[config.mk]
export PLATFORM = sky130hd
export DESIGN_NAME = fifo_push_arbiter
export DESIGN_NICKNAME = d
export VERILOG_FILES = /design/src/rtl/chess_fifo_pkg.sv /design/src/rtl/fifo_push_arbiter_rr_picker.sv /design/src/rtl/fifo_push_arbiter.sv
export SDC_FILE = /design/constraint.sdc
export NUM_CORES = 1
export LEC_CHECK = 0
export CAP_MARGIN = 5
export CORE_AREA = 3 3 132 134
export DETAILED_ROUTE_END_ITERATION = 6
export DIE_AREA = 0 0 135 137
export PLACE_DENSITY = 0.69
export SETUP_SLACK_MARGIN = 0.1
export SLEW_MARGIN = 10
export SYNTH_ARGS = -nofsm -noshare
export SYNTH_HDL_FRONTEND = slang
export SYNTH_SLANG_ARGS = --single-unit
[constraint.sdc]
create_clock -name clk -period 2.2 [get_ports clk]
set_input_delay 0.44 -clock clk [delete_from_list [all_inputs] [get_ports clk]]
set_output_delay 0.44 -clock clk [all_outputs]
set_load 0.02 [all_outputs]
[src/rtl/chess_fifo_pkg.sv]
// Shared types and helpers for the FIFO push-side arbiters.
package chess_fifo_pkg;

    typedef enum logic {
        IDLE = 1'b0,
        BUSY = 1'b1
    } arb_state_t;

    // Index width for n items; a single item still gets a 1-bit index.
    function automatic int idx_w(input int n);
        int w;
        w = $clog2(n);
        return (w < 1) ? 1 : w;
    endfunction

endpackage

[src/rtl/fifo_push_arbiter_rr_picker.sv]
// Round-robin picker: first set request at or after the pointer, searching
// upward and wrapping at N-1. Purely combinational, reusable by other arbiters.
module rr_picker #(
    parameter int N = 4,
    parameter int W = 2
) (
    input  logic [N-1:0] req_i,
    input  logic [W-1:0] ptr_i,
    output logic         found_o,
    output logic [W-1:0] idx_o
);

    logic [N-1:0] rot;

    // Rotate the request mask so the pointer position lands on bit 0.
    always_comb begin
        rot = '0;
        for (int i = 0; i < N; i++) begin
            int src;
            src = i + int'(ptr_i);
            if (src > N - 1) begin
                src = src - N;
            end
            rot[i] = req_i[src];
        end
    end

    // Priority-encode the lowest rotated bit, then map it back to a real index.
    always_comb begin
        int off;
        found_o = 1'b0;
        idx_o   = '0;
        off     = 0;
        for (int i = N - 1; i >= 0; i--) begin
            if (rot[i]) begin
                found_o = 1'b1;
                off     = i;
            end
        end
        off = off + int'(ptr_i);
        if (off > N - 1) begin
            off = off - N;
        end
        if (found_o) begin
            idx_o = W'(off);
        end
    end

endmodule

[src/rtl/fifo_push_arbiter.sv]
// Shares one FIFO push port among N_REQ producers: round-robin grant with a
// burst lock that ends on the holder's last beat or after MAX_BURST beats.
module fifo_push_arbiter
    import chess_fifo_pkg::*;
#(
    parameter int N_BITS    = 64,
    parameter int N_REQ     = 4,
    parameter int MAX_BURST = 16
) (
    input  logic                      clk,
    input  logic                      rst,
    input  logic [N_REQ-1:0]          req_valid,
    input  logic [N_REQ-1:0]          req_last,
    input  logic [N_REQ*N_BITS-1:0]   req_data,
    output logic [N_REQ-1:0]          req_ready,
    output logic                      fifo_push,
    output logic [N_BITS-1:0]         fifo_data,
    input  logic                      fifo_full,
    output logic                      grant_valid,
    output logic [idx_w(N_REQ)-1:0]   grant_id,
    output logic                      burst_cut
);

    localparam int IW = idx_w(N_REQ);
    localparam int BW = $clog2(MAX_BURST + 1);

    arb_state_t        state_q, state_d;
    logic [IW-1:0]     rr_ptr_q, rr_ptr_d;
    logic [IW-1:0]     grant_id_q, grant_id_d;
    logic [BW-1:0]     beat_cnt_q, beat_cnt_d;
    logic              burst_cut_q, burst_cut_d;

    logic              pick_found;
    logic [IW-1:0]     pick_idx;
    logic [N_BITS-1:0] data_arr [N_REQ];

    generate
        for (genvar gi = 0; gi < N_REQ; gi++) begin : g_unpack
            assign data_arr[gi] = req_data[gi*N_BITS +: N_BITS];
        end
    endgenerate

    rr_picker #(
        .N (N_REQ),
        .W (IW)
    ) u_picker (
        .req_i   (req_valid),
        .ptr_i   (rr_ptr_q),
        .found_o (pick_found),
        .idx_o   (pick_idx)
    );

    // Next-state and handshake: arbitrate in IDLE, stream the holder in BUSY.
    always_comb begin
        state_d     = state_q;
        rr_ptr_d    = rr_ptr_q;
        grant_id_d  = grant_id_q;
        beat_cnt_d  = beat_cnt_q;
        burst_cut_d = 1'b0;
        req_ready   = '0;
        fifo_push   = 1'b0;
        case (state_q)
            IDLE: begin
                if (pick_found) begin
                    grant_id_d = pick_idx;
                    beat_cnt_d = '0;
                    state_d    = BUSY;
                end
            end
            BUSY: begin
                req_ready[grant_id_q] = !fifo_full;
                fifo_push             = req_valid[grant_id_q] && !fifo_full;
                if (fifo_push) begin
                    beat_cnt_d = beat_cnt_q + 1'b1;
                    if (req_last[grant_id_q] || (beat_cnt_q == BW'(MAX_BURST - 1))) begin
                        state_d     = IDLE;
                        grant_id_d  = '0;
                        beat_cnt_d  = '0;
                        rr_ptr_d    = (grant_id_q == IW'(N_REQ - 1)) ? '0 : grant_id_q + 1'b1;
                        burst_cut_d = !req_last[grant_id_q];
                    end
                end
            end
            default: state_d = IDLE;
        endcase
    end

    // Data mux: holder's slice while BUSY, pointer slice while IDLE, zero in reset.
    always_comb begin
        fifo_data = '0;
        if (!rst) begin
            fifo_data = (state_q == BUSY) ? data_arr[grant_id_q] : data_arr[rr_ptr_q];
        end
    end

    // State registers; reset drops any grant immediately.
    always_ff @(posedge clk or posedge rst) begin
        if (rst) begin
            state_q     <= IDLE;
            rr_ptr_q    <= '0;
            grant_id_q  <= '0;
            beat_cnt_q  <= '0;
            burst_cut_q <= 1'b0;
        end else begin
            state_q     <= state_d;
            rr_ptr_q    <= rr_ptr_d;
            grant_id_q  <= grant_id_d;
            beat_cnt_q  <= beat_cnt_d;
            burst_cut_q <= burst_cut_d;
        end
    end

    assign grant_valid = (state_q == BUSY);
    assign grant_id    = grant_id_q;
    assign burst_cut   = burst_cut_q;

endmodule

==> results.py <==
metrics = {
    "status": {
        "run_status": "finished, violations left",
        "failing_checks": "setup timing",
    },
    "timing": {
        "max_freq_ghz": 0.412,
        "slew_headroom_pct": 71.4,
        "skew_ps": 2.45,
        "timing_worst_slew_pin_value_ps": 428,
        "min_period_over_period_pct": 110,
        "slack_of_the_critical_path_ps": -229,
        "final.setup.tns_ps": -9490,
        "final-hold-violation-count": 0,
        "final.min_clock_period_ps": 2430,
        "slew_violations": 0,
        "setup-violations-final": 65,
        "setup_repair_after_global_routing_missed_its_margin": "yes",
    },
    "floorplanning": {
        "fp.dieH_um": 137,
        "die_w_um": 135,
        "floorplan_core_area_um2": 16400,
        "initial_cell_density_of_the_core_pct": 29.2,
        "die_area_um2": 18500,
        "floorplan.io_pins": 340,
        "rows": 47,
    },
    "logic_synthesis": {
        "yosys.cell_count.top_type": "sky130_fd_sc_hd__mux4_2",
        "avgSynthCellArea_um2": 12.2,
        "ys_dominant_reg_cell": "sky130_fd_sc_hd__dfrtp_1",
        "yosys.area.top_type": "sky130_fd_sc_hd__mux4_2",
        "netlist-cell-type-count": 35,
        "synth_area_um2": 4790,
        "synth-edff-count": 0,
        "netlist_top_cells_area": "sky130_fd_sc_hd__mux4_2 61%, sky130_fd_sc_hd__mux2i_1 13%, sky130_fd_sc_hd__dfrtp_1 5.8%",
        "synth.ff_latch_count": 11,
        "synth.yosys.warnings": 0,
        "mappedNetlistNets": 667,
        "post-synth-top-area-fraction_pct": 61.2,
        "async_reset_ff_share_pct": 100,
        "synthCells": 393,
        "synth.cells.most_frequent": "130 x sky130_fd_sc_hd__mux4_2, 68 x sky130_fd_sc_hd__nor2_1, 64 x sky130_fd_sc_hd__mux2i_1, 21 x sky130_fd_sc_hd__buf_2, 20 x sky130_fd_sc_hd__clkbuf_1",
        "ys_seq_area_share_pct": 5.75,
    },
    "worst_setup_path": {
        "crit_path_max_incr_delay_ps": 490,
        "timing.setup.critical_path_class": "flip-flop to primary output",
        "worstPathCellList": "buf_4 -> bufbuf_16 -> mux4_2 -> mux2i_2 -> nor2_1 -> buf_2",
        "setup.worst_path.start_class": "flip-flop",
        "worst-path-max-fanout": 5,
        "crit_path_end_kind": "primary output",
        "cp_data_arrival_time_ps": 1990,
        "slowest_stage": "sky130_fd_sc_hd__dfrtp_4",
        "critical_path_required_ps": 1760,
    },
    "cts": {
        "clk_pin_slew_worst_paths_ps": 40,
        "cts.path.max_buffers": 2,
        "cts_num_sinks": 11,
        "cts_tree": "yes",
        "numCtsBuffers": 3,
        "clock_latency_on_the_worst_skew_pair_ps": 240,
        "clock_tree.htree_level_count": 1,
        "clock_tree.root_cell": "sky130_fd_sc_hd__clkbuf_16",
        "postCtsHoldBufs": 0,
    },
    "cells_and_area": {
        "multi_input_comb_area_um2": 4340,
        "syn_to_final_growth_pct": 93.9,
        "fillers": 1348,
        "final_layout_size_suffix_gt1_share_pct": 39.6,
        "final_nets": 1031,
        "finish.cell_count_without_fillers": 977,
        "sequential_cell_area_um2": 289,
    },
    "power_and_ir_drop": {
        "p_leak_nw": 3.84,
        "total_power_divided_by_cell_area_nw_per_um2": 959,
        "peakVddDrop_mv": 0.513,
    },
    "global_route": {
        "via_count_of_the_first_global_routing_pass": 5766,
        "grt_first_pass_wirelength_mm": 32.6,
        "grt_start_max_net_pins": 52,
        "antenna_violations_before_repair": 1,
        "total_track_usage_pct": 22.6,
        "grt.overflow.total": 0,
    },
    "placement": {
        "dp.cells": 934,
        "detailed_place_hpwl_mm": 16.5,
        "gpl.final_weighted_congestion": 0.819,
        "io_buffer_count": 339,
    },
    "min_path": {
        "min-delay-path-class": "input port to asynchronous set/reset pin",
    },
    "drt": {
        "postRouteAntennaNets": 0,
        "detail_route.wirelength_mm": 22.2,
        "routed_via_density": 5.52,
        "drt_iter0_drcs": 235,
        "detail_route.drc_violations": 0,
        "route.detailed.wl_per_inst_um": 22.7,
        "num_vias": 5396,
        "drt_pre_antenna_iters": 5,
    },
    "job": {
        "maxCapViolations": 0,
    },
}
## state kept, by name (all words and copies together), names as in the netlist
signal / cells
beat_cnt_q: 5
burst_cut: 1
grant_id: 2
grant_valid: 1
rr_ptr_q: 2
## logic make-up after synthesis
group	after synthesis	share of synthesized area (%)
AOI/OAI and AO/OA	18	2.69
xor gates and xnor gates	1	0.183
adders and majority gates	7	1.83
buffers and inverters	55	5.10
DFF	11	5.75
muxes	195	74.8
and+or+nand+nor	106	9.65
## worst max-delay path, delay by kind of cell (launching register included)
kind / cells / cell delay, ps
multiplexers: 2 / 620
buffers and inverters: 3 / 580
flip-flops: 1 / 490
AND/OR/NAND/NOR: 1 / 60
## timing repair
action	in CTS	in global routing
resized for setup	346	43
gates cloned	11	2
hold endpoints to repair	0	0
setup buffers	18	9
pin swaps	10	29
endpoints found under the setup margin	70	80
## path summary, 6_finish.rpt
kind,startpoint,to,slack (ps),cells after the start
setup / recovery,grant_id[0],fifo_data[1],-230,6
max in group asynchronous,rst,grant_id[0],1380,3
min in group clk,beat_cnt_q[1],beat_cnt_q[1],510,2
hold reg to reg,beat_cnt_q[1],beat_cnt_q[1],510,2
setup reg to reg,rr_ptr_q[0],grant_id[1],20,9
hold / removal,rst,grant_valid,490,3
## through the flow
stage / area [um^2] / hold slack, ps / power (mW) / setup slack (ps) / utilization [%]
after floorplan: 4820 / 466 / 4.98 / 73.3 / -
after CTS: 9080 / 481 / 8.71 / -228 / 55.3
after global placement: 8630 / 474 / 7.23 / -448 / 52.6
after detailed placement: 8630 / 497 / 7.38 / -481 / 52.6
after global routing: 9280 / 511 / 9.49 / -279 / 56.6
final: 9280 / 486 / 8.90 / -229 / 56.6
## placed cells by master, fill, tap and decap left out, drive strengths merged, types with 2 or more instances in the layout
master and n:
a21oi 2, and2 6, nor2 69, nand3 6, clkdlybuf4s50 267, nand2 12, or2 3, inv 8
clkbuf 6, ha 7, mux2i 64, or4 2, and3 2, mux4 130, dfrtp 11, o211a 2
o21ai 5, a41oi 2, nor2b 2, buf 134, o31ai 2
## per-layer routing
| layer | vias up | wire, um | GRT usage [%] |
|---|---|---|---|
| li1 | 2379 | - | - |
| met1 | 2704 | 8110 | 26.4 |
| met2 | 261 | 11600 | 40.8 |
| met3 | 52 | 1770 | 5.66 |
| met4 | 0 | 720 | 7.00 |
| met5 | - | 0 | 0 |
## final cells by class
type | count | area share (%)
Antenna cell | 1 | 0.0270
Sequential cell | 11 | 3.11
Clock buffer | 4 | 0.849
Multi-Input combinational cell | 327 | 46.8
Timing Repair Buffer | 406 | 45.9
Inverter | 8 | 0.324
Tap cell | 220 | 2.97
## power breakdown
group	switching, mW	internal (mW)	total (mW)
registers	0.105	0.286	0.392
logic	3.41	4.77	8.18
clock network	0.0864	0.243	0.329
total	3.60	5.30	8.90
Note: power is estimated with default switching activity, not from simulation.
